===== src/rtl/classificador_peso_n_pkg.sv =====
// Shared constants and state encoding for the weight classifier frame parser.
package pkg_classificador;

  localparam logic [7:0] CH_HASH = 8'h23;
  localparam logic [7:0] CH_L    = 8'h4C;
  localparam logic [7:0] CH_0    = 8'h30;
  localparam logic [7:0] CH_9    = 8'h39;

  typedef enum logic [2:0] {
    IDLE,
    GET_W,
    GET_IDX,
    GET_L,
    SCAN,
    DONE
  } state_t;

  function automatic logic is_digit(input logic [7:0] b);
    return (b >= CH_0) && (b <= CH_9);
  endfunction

endpackage


===== src/rtl/classificador_peso_n_acc.sv =====
// W-bit decimal accumulator: value = value*10 + digit, truncated to W bits.
// value_next is exposed so a parser can capture the final field on the last digit's edge.
module ascii_dec_acc_n #(
  parameter int W = 16
) (
  input  logic         clock,
  input  logic         reset,
  input  logic         clear,
  input  logic         digit_valid,
  input  logic [3:0]   digit,
  output logic [W-1:0] value_next
);

  logic [W-1:0] acc;

  assign value_next = W'(acc * W'(10)) + W'(digit);

  always_ff @(posedge clock or negedge reset) begin
    if (!reset) begin
      acc <= '0;
    end else if (clear) begin
      acc <= '0;
    end else if (digit_valid) begin
      acc <= value_next;
    end
  end

endmodule


===== src/rtl/classificador_peso_n.sv =====
// Parses '#'-weight and 'L'-limit ASCII frames, then classifies each weight by a
// sequential scan of NBINS programmable upper limits (first inclusive match wins).
module classificador_peso_n
  import pkg_classificador::*;
#(
  parameter int DIGITS = 4,
  parameter int NBINS  = 4,
  parameter int W      = 16,
  localparam int BW    = $clog2(NBINS + 1)
) (
  input  logic          clock,
  input  logic          reset,
  input  logic          rx_valid,
  input  logic [7:0]    rx_byte,
  output logic          res_valid,
  output logic [BW-1:0] res_bin,
  output logic [W-1:0]  res_peso,
  output logic          busy,
  output logic          erro
);

  localparam int CW = $clog2(DIGITS + 1);
  localparam int IW = $clog2(NBINS);

  state_t        state;
  logic [CW-1:0] cnt;
  logic [IW-1:0] idx;
  logic [IW-1:0] k;
  logic [W-1:0]  limits [NBINS];
  logic          erro_pend;

  logic          byte_is_digit;
  logic [3:0]    digit_val;
  logic          digit_valid;
  logic          acc_clear;
  logic          last_digit;
  logic          scan_match;
  logic          scan_last;
  logic [W-1:0]  acc_next;

  // ASCII '0'..'9' carry their value in the low nibble.
  assign digit_val     = rx_byte[3:0];
  assign byte_is_digit = is_digit(rx_byte);
  assign digit_valid   = rx_valid && byte_is_digit && (state == GET_W || state == GET_L);
  assign acc_clear     = rx_valid && !digit_valid;
  assign last_digit    = digit_valid && (cnt == CW'(DIGITS - 1));
  assign scan_match    = res_peso <= limits[idx];
  assign scan_last     = idx == IW'(NBINS - 1);
  assign busy          = state != IDLE;

  ascii_dec_acc_n #(.W(W)) u_acc (
    .clock       (clock),
    .reset       (reset),
    .clear       (acc_clear),
    .digit_valid (digit_valid),
    .digit       (digit_val),
    .value_next  (acc_next)
  );

  // A byte dropped on the edge entering DONE would collide with res_valid, so its
  // erro pulse is deferred by one cycle through erro_pend.
  always_ff @(posedge clock or negedge reset) begin
    if (!reset) begin
      state     <= IDLE;
      cnt       <= '0;
      idx       <= '0;
      k         <= '0;
      erro_pend <= 1'b0;
      res_valid <= 1'b0;
      res_bin   <= '0;
      res_peso  <= '0;
      erro      <= 1'b0;
      for (int i = 0; i < NBINS; i++) begin
        limits[i] <= '0;
      end
    end else begin
      res_valid <= 1'b0;
      erro      <= 1'b0;
      case (state)
        IDLE: begin
          if (rx_valid) begin
            if (rx_byte == CH_HASH) begin
              state <= GET_W;
              cnt   <= '0;
            end else if (rx_byte == CH_L) begin
              state <= GET_IDX;
            end
          end
        end

        GET_IDX: begin
          if (rx_valid) begin
            if (rx_byte == CH_HASH) begin
              erro  <= 1'b1;
              state <= GET_W;
              cnt   <= '0;
            end else if (rx_byte == CH_L) begin
              erro  <= 1'b1;
              state <= GET_IDX;
            end else if (byte_is_digit && (int'(digit_val) < NBINS)) begin
              k     <= IW'(digit_val);
              cnt   <= '0;
              state <= GET_L;
            end else begin
              erro  <= 1'b1;
              state <= IDLE;
            end
          end
        end

        GET_W, GET_L: begin
          if (rx_valid) begin
            if (byte_is_digit) begin
              cnt <= cnt + CW'(1);
              if (last_digit) begin
                if (state == GET_W) begin
                  res_peso <= acc_next;
                  idx      <= '0;
                  state    <= SCAN;
                end else begin
                  limits[k] <= acc_next;
                  state     <= IDLE;
                end
              end
            end else if (rx_byte == CH_HASH) begin
              erro  <= 1'b1;
              state <= GET_W;
              cnt   <= '0;
            end else if (rx_byte == CH_L) begin
              erro  <= 1'b1;
              state <= GET_IDX;
            end else begin
              erro  <= 1'b1;
              state <= IDLE;
            end
          end
        end

        SCAN: begin
          if (scan_match) begin
            res_bin   <= BW'(idx);
            res_valid <= 1'b1;
            state     <= DONE;
          end else if (scan_last) begin
            res_bin   <= BW'(NBINS);
            res_valid <= 1'b1;
            state     <= DONE;
          end else begin
            idx <= idx + IW'(1);
          end
          if (rx_valid) begin
            if (scan_match || scan_last) begin
              erro_pend <= 1'b1;
            end else begin
              erro <= 1'b1;
            end
          end
        end

        DONE: begin
          erro      <= rx_valid || erro_pend;
          erro_pend <= 1'b0;
          state     <= IDLE;
        end

        default: state <= IDLE;
      endcase
    end
  end

endmodule

===== config.mk =====
export PLATFORM = sky130hd
export DESIGN_NAME = classificador_peso_n
export DESIGN_NICKNAME = d
export VERILOG_FILES = /design/src/rtl/classificador_peso_n_pkg.sv /design/src/rtl/classificador_peso_n_acc.sv /design/src/rtl/classificador_peso_n.sv
export SDC_FILE = /design/constraint.sdc
export NUM_CORES = 1
export LEC_CHECK = 0
export BUFFER_PORTS_ARGS = -buffer_cell sky130_fd_sc_hd__buf_2
export CORE_MARGIN = 4
export CORE_UTILIZATION = 30
export CTS_CLUSTER_DIAMETER = 150
export DETAILED_ROUTE_END_ITERATION = 8
export GPL_TIMING_DRIVEN = 0
export PLACE_DENSITY = 0.46
export SLEW_MARGIN = 0
export SYNTH_ARGS = -nofsm -noshare
export SYNTH_HDL_FRONTEND = slang
export SYNTH_HIERARCHICAL = 1
export SYNTH_SLANG_ARGS = --single-unit

===== constraint.sdc =====
create_clock -name clock -period 7.9 [get_ports clock]
set_clock_uncertainty 0.05 [all_clocks]
set_input_delay 0.395 -clock clock [delete_from_list [all_inputs] [get_ports clock]]
set_output_delay 0.395 -clock clock [all_outputs]
set_load 0.01 [all_outputs]

======== Yosys cells after proc, flatten, opt, wreduce, memory -nomap -nowiden ========
Index checks and enable logic that the tools add are counted.
W data, S select, Z words.
word-level totals
  bits of input ports ..................... 11
  output and inout port bits .............. 22
  register bits after elaboration ......... 112
cells by class
  multiplexer cells ....................... 57
  eq/ne operators ......................... 24
  add/subtract/negate cells ............... 3
  reduce and logical (&&, ||, !) cells .... 27
  multipliers ............................. 1
  $lt $le $gt $ge ......................... 7
  bitwise logic cells ..................... 5
operators with widths
  operator                 number
  $mux W16                 5
  $bwmux W64               1
  $mux W3                  20
  $bmux W16 S2             1
  $demux W16 S2            1
  $mux W2                  11
  $ne A2 B2 Y1 const B     10
  $add A16 B4 Y16          1
  $le A16 B16 Y1           1
  $mul A16 B3 Y15 const B  1
  $ne A3 B3 Y1 const B     5
  $reduce_and A5 Y1        3
  $mux W1                  13
  $pmux W3 S4              1
  $reduce_and A6 Y1        2
  $eq A3 B2 Y1 const B     3
  $pmux W3 S3              1
  $eq A8 B6 Y1 const B     1
  $eq A8 B7 Y1 const B     1
  $ge A8 B6 Y1 const B     1
  $le A8 B6 Y1 const B     1
  $reduce_bool A2 Y1       4
  $logic_and A1 B1 Y1      7
  $reduce_and A7 Y1        1
  other kinds (20)         28

======== Longest topological paths before layout ========
Gate-level depths: netlist of run 1.
  depth in word-level cells ............... 9
  depth in mapped cells ................... 11

======== Modules after synthesis ========
The synthesis of run 1 kept the hierarchy.
modules (own cells, without submodules)
  module                area an instance (um^2)  times used  sequential area each (um^2)  cells each
  classificador_peso_n  4770.8                   1           2402.3                       345
  ascii_dec_acc_n       1751.7                   1           375.4                        185

======== Worst setup path after synthesis of run 1 ========
OpenSTA, ideal clock, no wires.
  path kind ............................... reg2reg
  start point ............................. register idx[0]
  end point ............................... register res_bin[0]
  period minus slack after synthesis ...... 3.229 ns
  slack ................................... 4.671 ns
  library setup time ...................... 0.121 ns
  cell stages (with the launch flop) ...... 11
  arrival time ............................ 3.057 ns
  cells stage by stage .................... dfrtp_1 > clkbuf_1 > mux4_2 > inv_1 > ha_1 > a21o_1 > a21oi_1 > a21oi_1 > nor4_1 > o21ai_0 > a22o_1
between the ends
  word-level cells in the longest chain between the ends .. 7
ends and longest elaborated chain
  what                                         line                         text
  start, declared                              classificador_peso_n.sv:27   logic [IW-1:0] idx;
  start signal, assigned                       classificador_peso_n.sv:149  idx <= idx + IW'(1);
  $not A2 Y3 (not written as such)             classificador_peso_n.sv:47   assign scan_match = res_peso <= limits[idx];
  $bmux W16 S2                                 classificador_peso_n.sv:47
  $mux W16 (not written as such) (2 in a row)  classificador_peso_n.sv:47
  $le A16 B16 Y1                               classificador_peso_n.sv:47
  $reduce_bool A2 Y1 (no source line)          n/a
  $reduce_and A2 Y1 (no source line)           n/a
  end signal, assigned                         classificador_peso_n.sv:141  res_bin <= BW'(idx);
  end signal, assigned                         classificador_peso_n.sv:145  res_bin <= BW'(NBINS);
  end, declared                                classificador_peso_n.sv:16   output logic [BW-1:0] res_bin,
Parallel ways exist; a longest one is shown, timed or not. The select of a mux whose other input is x is not followed.
A chain may end at the register's enable or synchronous reset.

======== Worst setup path after layout of run 1 ========
  start point ............................. register idx[1]
  end point ............................... register res_bin[1]
The elaborated chain is that of the path after synthesis.

==> metrics, run 1 <==
1st-iter DRT viols=169; switching pwr=0.323 mW; max incr delay on CP=0.87 ns; total of max-cap violations=0; gr ovfl total=0; DRC=0; setup TNS=0 ns; Core ar.=21,200 um^2; I/O Buffers=32; die span in x=155 um; Crit Path Class=flop to flop; # diodes=0; H-tree depth=3; FILL cells=2,120; Setup crit end kind=flop; combinational share of power=13.2%; count of cell types in the netlist=79; share of layout cells above drive strength 1=31.4%; worst-case clock buffer depth=2; Post-DRT Antenna Nets=0; Final Setup Violations=0; asr flop ratio synth=100%; Synthesized Nets=588; run status=finished, final reports clean; max-slew violations=0; Avg Cell Area, Syn=12.3 um^2; crit-path max FO=10; RSZ-0062 raised after global routing=false; vias per cell=5.05; CP Depth=11; Fmax=0.227 GHz; met3 usage in global routing=3.06%; Worst Hold Launch=rx_valid; Reg area=2780 um^2; via count=4,317; synthesized area=6520 um^2; Ys Warns=6; RePlAce Congestion=0.768; clock sink count=111; Worst IR Drop VDD=102 uV; top-area cell type share of the netlist area=42.6%; worst hold path cell count=3; clk slew on worst S/H paths=0.07 ns; clock power share=39.5%; Tightest Pin Transition=1.02 ns; CP Cell Sequence=clkbuf_1 > clkbuf_1 > mux4_2 > inv_1 > ha_1 > nand4_1 > or2_2 > a21oi_1 > nor4_1 > o21ai_0 > a22o_1; Post-synth EDFFs=0; Boundary Pins=33; Tot GR Track Use=13.0%; final net count=633; final hold viol count=0; Starting Density=30.7%; Routed WL per cell=17.5 um; sw frac=25.6%; reg-to-reg startpoint=idx[1]; reg2reg path depth=11; Power Internal=0.937 mW; half-perimeter wire length after placement=11,200 um; clock root cell=clkbuf_16; most used cell, CP=clkbuf_1; GR peak layer=met2; fin crit share=55.7%; CP max-delay cell=nor4_1; Crit path max-delay family=buffers and inverters; Resized Gates After CTS=0; clk_lat worst skew=0.35 ns; vias in the first global route=4,561; startpoint types=flop; Synth Instances=530; leak pwr=3.61 nW; largest net degree at the start of global routing=82; part of the power in registers=47.3%; total CTS buffers=9; Critical Path AT=4.59 ns; Top FF cell, synth=dfrtp_1; Final Non-Filler Cells=855; met2 layer usage reported by global route=20.6%; sequential cell area fraction in the yosys report=42.6%; worst rel slew slack=31.2%; Die H=155 um; CP Buf/Inv Count=3; drt pass-1 iters=5; global-route track usage on met1=18.3%; std cell rows=53; min Tclk post-route=4.40 ns; first-pass GRT wire length=24,900 um; Cells after DPL=838; synthesized flop and latch total=111; CTS tree=done; WL final=15,000 um; area grow syn2layout=13.4%; cell accounting for the most synthesized area=dfrtp_1; CP Data Required Time=8.09 ns; Power Density=170 nW/um^2; Die Footprint=24,200 um^2; Crit. Startpoint=idx[1]; worst hold path type=input port to flop; largest cells by area after synthesis=dfrtp_1, mux2_2, ha_1; initial antenna violation count=0; Multi-input gate area=3510 um^2
==> worst paths after layout <==
kind	end	slack, ns
setup / recovery	res_bin[1]	3.50
hold / removal	erro_pend	0.33
setup reg to reg	res_bin[1]	3.50
hold reg to reg	limits[59]	0.44
max in group asynchronous	limits[61]	6.64
min in group asynchronous	state[2]	0.44
==> power groups by stage <==
| stage | Clock (mW) | Combinational, mW | Sequential [mW] |
|---|---|---|---|
| after global routing | 0.538 | 0.186 | 0.599 |
| after floorplan | 0 | 0.111 | 0.606 |
| final | 0.497 | 0.166 | 0.596 |
| after global placement | 0 | 0.165 | 0.607 |
| after detailed placement | 0 | 0.170 | 0.608 |
| after CTS | 0.515 | 0.172 | 0.597 |
==> synthesized netlist by cell type (9+ instances only) <==
cell       n
xnor2_1   10
nand2_1   20
dfrtp_1  111
mux2_4    10
o21ai_0   12
ha_1      45
nand4_1    9
mux2_2    71
a21oi_1   15
mux4_2    16
inv_1     27
nor2_1    28
==> logic make-up (layout without fill, tap and decap cells) <==
group,after synthesis,count (layout),synth area share (%)
xor gates and xnor gates,19,19,2.67
DFF,111,111,42.6
muxes,106,106,21.5
AOI/OAI and AO/OA,86,86,9.65
adders and majority gates,47,47,9.25
and+or+nand+nor,113,113,10.8
buffers and inverters,48,98,3.53
==> per-layer routing <==
layer / routed length (um) / part of all wire (%) / vias to the layer above
met5: 0 / 0 / -
met3: 529 / 3.5 / 6
met2: 7010 / 47 / 68
li1: - / - / 2047
met1: 7320 / 49 / 2196
met4: 105 / 0.70 / 0
==> cells in the final DEF, fill, tap and decap left out, types with 9 or more instances in the layout <==
cell type,count
clkbuf_1,10
a21oi_1,15
ha_1,45
mux2_2,71
o21ai_0,12
mux2_4,10
buf_2,34
nand2_1,20
nand4_1,9
nor2_1,28
dfrtp_1,111
clkbuf_16,9
mux4_2,16
xnor2_1,10
inv_1,27
==> tightest hold or removal path, cell delays in order <==
cell,delay (ns)
buf_2,0.13
nand4b_1,0.08
o21ai_0,0.07
==> per-stage QoR <==
stage	hold slack, ns	cell area (um^2)	power [mW]	worst slack (ns)	util [%]
after global routing	0.328	7390	1.32	3.27	34.8
after global placement	0.417	7030	0.773	3.60	33.1
after floorplan	0.0494	6520	0.716	4.67	-
final	0.333	7390	1.26	3.50	34.8
after CTS	0.312	7390	1.28	3.51	34.8
after detailed placement	0.254	7060	0.778	3.55	33.3
==> flip-flops by register name, summed over array words and instances (netlist names) <==
signal     count
res_bin        3
limits        64
u_acc/acc     15
k              2
idx            2
erro_pend      1
erro           1
res_peso      16
cnt            3
res_valid      1
state          3
==> what timing repair did <==
action / CTS / global route
buffers inserted: 0 / 0
hold buffers: 1 / 0
hold endpoints to repair: 30 / 0
==> cell type report <==
cell class                      instances  area share, %
Clock inverter                          4           1.03
Multi-Input combinational cell        371           47.5
Sequential cell                       111           37.6
Timing Repair Buffer                   34           2.76
Buffer                                 20           1.69
Inverter                               28           1.42
Tap cell                              275           4.65
Clock buffer                           12           3.33
Power figures use the tool's default switching activity.
==> run 2: changes to the inputs <==
==> constraint.sdc (replaced) <==
create_clock -name clock -period 4.4 [get_ports clock]
set_clock_uncertainty 0.05 [all_clocks]
set_input_delay 0.22 -clock clock [delete_from_list [all_inputs] [get_ports clock]]
set_output_delay 0.22 -clock clock [all_outputs]
set_load 0.01 [all_outputs]
==> run 2 against run 1 <==
Effect of this change: non-clock buffer count unchanged; wire length down 0.19%; cell count unchanged; maximum frequency up 9.1%; worst hold slack worse by 0.18 ns; die area unchanged; first-iteration DRC count up 0.59%; total power up 80%; combinational power up 80%.
==> metrics, run 2 (synthesized netlist as in run 1, its figures left out) <==
run status=finished, final reports clean; min Tclk post-route=4.03 ns (-0.365 ns); leak pwr=3.61 nW (about the same); clk_lat worst skew=0.36 ns (about the same); clk slew on worst S/H paths=0.07 ns (about the same); most used cell, CP=clkbuf_1; CP Data Required Time=4.59 ns (-3.50 ns); Boundary Pins=33 (unchanged); Crit Path Class=flop to flop; initial antenna violation count=0 (unchanged); DRC=0 (unchanged); Critical Path AT=4.23 ns (-0.36 ns); worst hold path type=input port to flop; biggest regs=limits: 64 flops, res_peso: 16 flops, u_acc/acc: 15 flops; most flop-heavy register=limits; Routed WL per cell=17.5 um (-0.19%); CP Cell Sequence=clkbuf_1 > clkbuf_1 > mux4_2 > inv_1 > ha_1 > nand4_1 > or2_2 > a21oi_1 > nor4_2 > o21ai_0 > a22o_1; Final Power=2.26 mW (+80%); H-tree depth=3 (unchanged); setup TNS=0 ns (unchanged); std cell rows=53 (unchanged); CTS tree=done; most frequent cells in the layout=dfrtp_1, mux2_2, ha_1, buf_2, nor2_1; CP max-delay cell=clkbuf_1; die span in x=155 um (unchanged); area grow syn2layout=13.4% (about the same); Power Density=306 nW/um^2 (+80%); Setup crit end kind=flop; WL final=14,900 um (-0.19%); 1st-iter DRT viols=170 (+0.59%); RSZ-0062 raised after global routing=false; half-perimeter wire length after placement=11,200 um (unchanged); final net count=633 (unchanged); drt pass-1 iters=4 (-1); Die Footprint=24,200 um^2 (unchanged); clock sink count=111 (unchanged); final hold viol count=0 (unchanged); commonest non-fill, non-tap cell in the layout=dfrtp_1; total CTS buffers=9 (unchanged); vias per cell=5.03 (-0.30%); Post-DRT Antenna Nets=0 (unchanged); Worst IR Drop VDD=183 uV (+80%); Core ar.=21,200 um^2 (unchanged); RePlAce Congestion=0.768 (unchanged); Fmax=0.248 GHz (+9.1%); Starting Density=30.7% (unchanged); max incr delay on CP=0.61 ns (-0.26 ns); clock root cell=clkbuf_16; max-slew violations=0 (unchanged); first-pass GRT wire length=24,900 um (unchanged); total of max-cap violations=0 (unchanged); post-layout util=34.9% (about the same); largest net degree at the start of global routing=82 (unchanged); Tot GR Track Use=13.0% (unchanged); worst-case clock buffer depth=2 (unchanged); I/O Buffers=32 (unchanged); gr ovfl total=0 (unchanged); vias in the first global route=4,561 (unchanged); Final Setup Violations=0 (unchanged); crit-path max FO=10 (unchanged); share of layout cells above drive strength 1=31.6% (+0.17 points); Tightest Pin Transition=0.956 ns (-0.0659 ns); via count=4,304 (-0.30%); startpoint types=flop; Die H=155 um (unchanged); fin crit share=91.7% (+36 points); worst rel slew slack=36.3% (+5.0 points); # diodes=0 (unchanged); max reg flops=64 (unchanged); Setup Fix Bufs, Post-CTS=0 (unchanged)
[run 2: cell counts in the layout (fill, tap and decap cells not counted)]
Identical to the previous run, type by type.
[run 2: timing repair]
item                                   4_1_cts  5_1_grt
hold buffers                                 1        0
setup endpoints to repair                    0        4
endpoints found under the hold margin       30        0
gates resized for setup                      0        1
[run 2: power by group]
part | switching, mW | internal [mW]
clock network | 0.377 | 0.518
logic | 0.183 | 0.116
registers | 0.0220 | 1.05
[run 2: final timing paths]
path	start	to	slack, ns	depth (start not counted)
setup reg to reg	idx[1]	res_bin[1]	0.37	11
min in group asynchronous	reset	state[2]	0.26	2
hold reg to reg	limits[59]	limits[59]	0.44	1
setup / recovery	idx[1]	res_bin[1]	0.37	11
max in group asynchronous	reset	limits[29]	3.33	3
hold / removal	rx_valid	erro_pend	0.16	3
[run 2: worst max-delay path: cells and delay by family, from the launching register on]
kind,cells,cell delay [ns]
mux,1,0.42
flops,1,0.36
fa+ha+maj,1,0.23
compound gates,3,0.72
simple gates,3,0.91
buf+inv,3,1.22
[run 2: layout make-up]
cell class              count  area (um^2)
fillers                  2119        13800
multi-input cells         371         3520
flip-flops and latches    111         2780
well taps                 275          344
clock buffers              12          246
repair buffers             34          204
plain buffers              20          125
inverters                  28          105
clock inverters             4         76.3
[run 2: through the flow]
step / hold WS (ns) / instance area, um^2 / setup WS, ns / std cells
6_report: 0.158 / 7400 / 0.366 / 855
5_1_grt: 0.153 / 7400 / 0.172 / 855
4_1_cts: 0.137 / 7390 / 0.00535 / 855
3_5_place_dp: 0.0794 / 7060 / 0.0524 / 838
3_3_place_gp: 0.417 / 7030 / 0.100 / 837
2_1_floorplan: -0.126 / 6520 / 1.17 / 530
[run 2: metal layers]
| layer | vias up | track usage (%) | part of all wire (%) |
|---|---|---|---|
| met5 | - | 0 | 0 |
| met2 | 65 | 20.6 | 47 |
| met4 | 0 | 2.33 | 0.80 |
| met3 | 7 | 3.06 | 4.1 |
| met1 | 2187 | 18.3 | 48 |
| li1 | 2045 | - | - |
==> run 3: changes to the inputs <==
--- a/config.mk
+++ b/config.mk
@@ -8,7 +8,9 @@
 export BUFFER_PORTS_ARGS = -buffer_cell sky130_fd_sc_hd__buf_2
 export CORE_MARGIN = 4
 export CORE_UTILIZATION = 30
+export CTS_BUF_LIST = sky130_fd_sc_hd__clkbuf_4 sky130_fd_sc_hd__clkbuf_8 sky130_fd_sc_hd__clkbuf_16
 export CTS_CLUSTER_DIAMETER = 150
+export CTS_CLUSTER_SIZE = 30
 export DETAILED_ROUTE_END_ITERATION = 8
 export GPL_TIMING_DRIVEN = 0
 export PLACE_DENSITY = 0.46
==> run 3 against run 2 <==
Effect of this change: via count decreased by 0.30%; count of clock-buffer cells in the layout unchanged; sequential cell count unchanged; maximum frequency decreased by 0.30%; first-iteration DRC count decreased by 15%; register-to-register slack about the same; cell count unchanged; die area unchanged; sequential power about the same; combinational power about the same; utilization about the same.
==> metrics, run 3 (synthesized netlist as in run 1, its figures left out) <==
final hold viol count=0 (unchanged); setup TNS=0 ns (unchanged); RSZ-0062 raised after global routing=false; worst hold path type=input port to flop; vias per cell=5.02 (-0.30%); first-pass GRT wire length=24,800 um (about the same); Crit Path Class=flop to flop; max reg flops=64 (unchanged); Tot GR Track Use=13.0% (about the same); max incr delay on CP=0.62 ns (about the same); initial antenna violation count=0 (unchanged); gr ovfl total=0 (unchanged); Final Non-Filler Cells=855 (unchanged); largest net degree at the start of global routing=82 (unchanged); min Tclk post-route=4.05 ns (+0.0122 ns); clk slew on worst S/H paths=0.07 ns (about the same); final cell area excluding filler cells=7410 um^2 (+0.10%); drt pass-1 iters=4 (unchanged); area post-placement=7060 um^2 (unchanged); most flop-heavy register=limits; Setup Fix Bufs, Post-CTS=0 (unchanged); commonest non-fill, non-tap cell in the layout=dfrtp_1; clock sink count=111 (unchanged); WL final=14,900 um (unchanged); Tightest Pin Transition=0.955 ns (-0.00129 ns); Fmax=0.247 GHz (-0.30%); run status=finished, final reports clean; Worst IR Drop VDD=184 uV (+0.12%); RePlAce Congestion=0.768 (unchanged); fin crit share=92.0% (+0.28 points); std cell rows=53 (unchanged); Setup WS pre-CTS=0.0524 ns (unchanged); Final Power=2.28 mW (+0.56%); Routed WL per cell=17.5 um (unchanged); CP max-delay cell=clkbuf_1; worst-case clock buffer depth=2 (unchanged); crit-path max FO=10 (unchanged); CP Data Required Time=4.59 ns (about the same); clock root cell=clkbuf_16; most frequent cells in the layout=dfrtp_1, mux2_2, ha_1, buf_2, nor2_1; biggest regs=limits: 64 flops, res_peso: 16 flops, u_acc/acc: 15 flops; Power Density=307 nW/um^2 (+0.46%); final worst slack=0.354 ns (-0.0122 ns); # diodes=0 (unchanged); Final Setup Violations=0 (unchanged); leak pwr=3.62 nW (+0.19%); worst rel slew slack=36.4% (+0.086 points); Starting Density=30.7% (unchanged); die span in x=155 um (unchanged); vias in the first global route=4,559 (-0.044%); Post-DRT Antenna Nets=0 (unchanged); half-perimeter wire length after placement=11,200 um (unchanged); Boundary Pins=33 (unchanged); Critical Path AT=4.24 ns (about the same); 1st-iter DRT viols=145 (-15%); Setup crit end kind=flop; I/O Buffers=32 (unchanged); via count=4,291 (-0.30%); clk_lat worst skew=0.36 ns (about the same); total of max-cap violations=0 (unchanged); DRC=0 (unchanged); H-tree depth=3 (unchanged); share of layout cells above drive strength 1=31.9% (+0.34 points); area grow syn2layout=13.6%; Cells after DPL=838 (unchanged); total CTS buffers=9 (unchanged); most used cell, CP=clkbuf_1; CTS tree=done; final net count=633 (unchanged); Core ar.=21,200 um^2 (unchanged); Die H=155 um (unchanged); startpoint types=flop; Die Footprint=24,200 um^2 (unchanged); CP Cell Sequence=clkbuf_1 > clkbuf_1 > mux4_2 > inv_1 > ha_1 > nand4_1 > or2_2 > a21oi_1 > nor4_2 > o21ai_0 > a22o_1; max-slew violations=0 (unchanged)
run 3: cell counts in the layout (fill, tap and decap cells not counted):
No cell type changed its count.
run 3: path summary, 6_finish.rpt:
| path | start | to | slack, ns | cells after the start |
|---|---|---|---|---|
| min in group asynchronous | reset | state[2] | 0.26 | 2 |
| setup reg to reg | idx[1] | res_bin[1] | 0.35 | 11 |
| hold reg to reg | limits[59] | limits[59] | 0.44 | 1 |
| setup / recovery | idx[1] | res_bin[1] | 0.35 | 11 |
| max in group asynchronous | reset | limits[61] | 3.33 | 3 |
| hold / removal | rx_valid | erro_pend | 0.16 | 3 |
run 3: critical path: cells and delay by family (launching register included):
kind | cells | cell delay, ns
multiplexers | 1 | 0.42
flip-flops | 1 | 0.36
buffers and inverters | 3 | 1.23
AND/OR/NAND/NOR | 3 | 0.91
adder cells (fa/ha/maj) | 1 | 0.23
AO/OA/AOI/OAI | 3 | 0.73
run 3: power by group:
| part | leakage (nW) | internal [mW] | switching (mW) |
|---|---|---|---|
| clock | 0.160 | 0.530 | 0.377 |
| sequential | 1.53 | 1.05 | 0.0220 |
| combinational | 1.92 | 0.116 | 0.183 |
| total | 3.62 | 1.69 | 0.582 |
run 3: stage by stage:
stage | hold WS (ns) | utilization (%)
floorplan | -0.126 | -
global route | 0.153 | 34.9
finish | 0.157 | 34.9
global placement | 0.417 | 33.1
CTS | 0.137 | 34.9
detailed placement | 0.0794 | 33.3
run 3: repair_timing:
item / CTS / global route
gates resized for setup: 0 / 1
hold buffers: 1 / 0
endpoints found under the setup margin: 0 / 4
endpoints found under the hold margin: 30 / 0
run 3: final cells by class:
class,count,area (um^2)
repair buffers,34,204
clock buffers,12,254
plain buffers,20,125
flip-flops and latches,111,2780
inverters,28,105
fillers,2118,13800
clock inverters,4,76.3
multi-input cells,371,3520
well taps,275,344
run 3: per-layer routing:
metal	global-route usage [%]	vias up	wire [um]
li1	-	2044	-
met1	18.3	2184	7350
met2	20.6	55	6990
met3	3.06	8	484
met4	2.33	0	118
met5	0	-	0
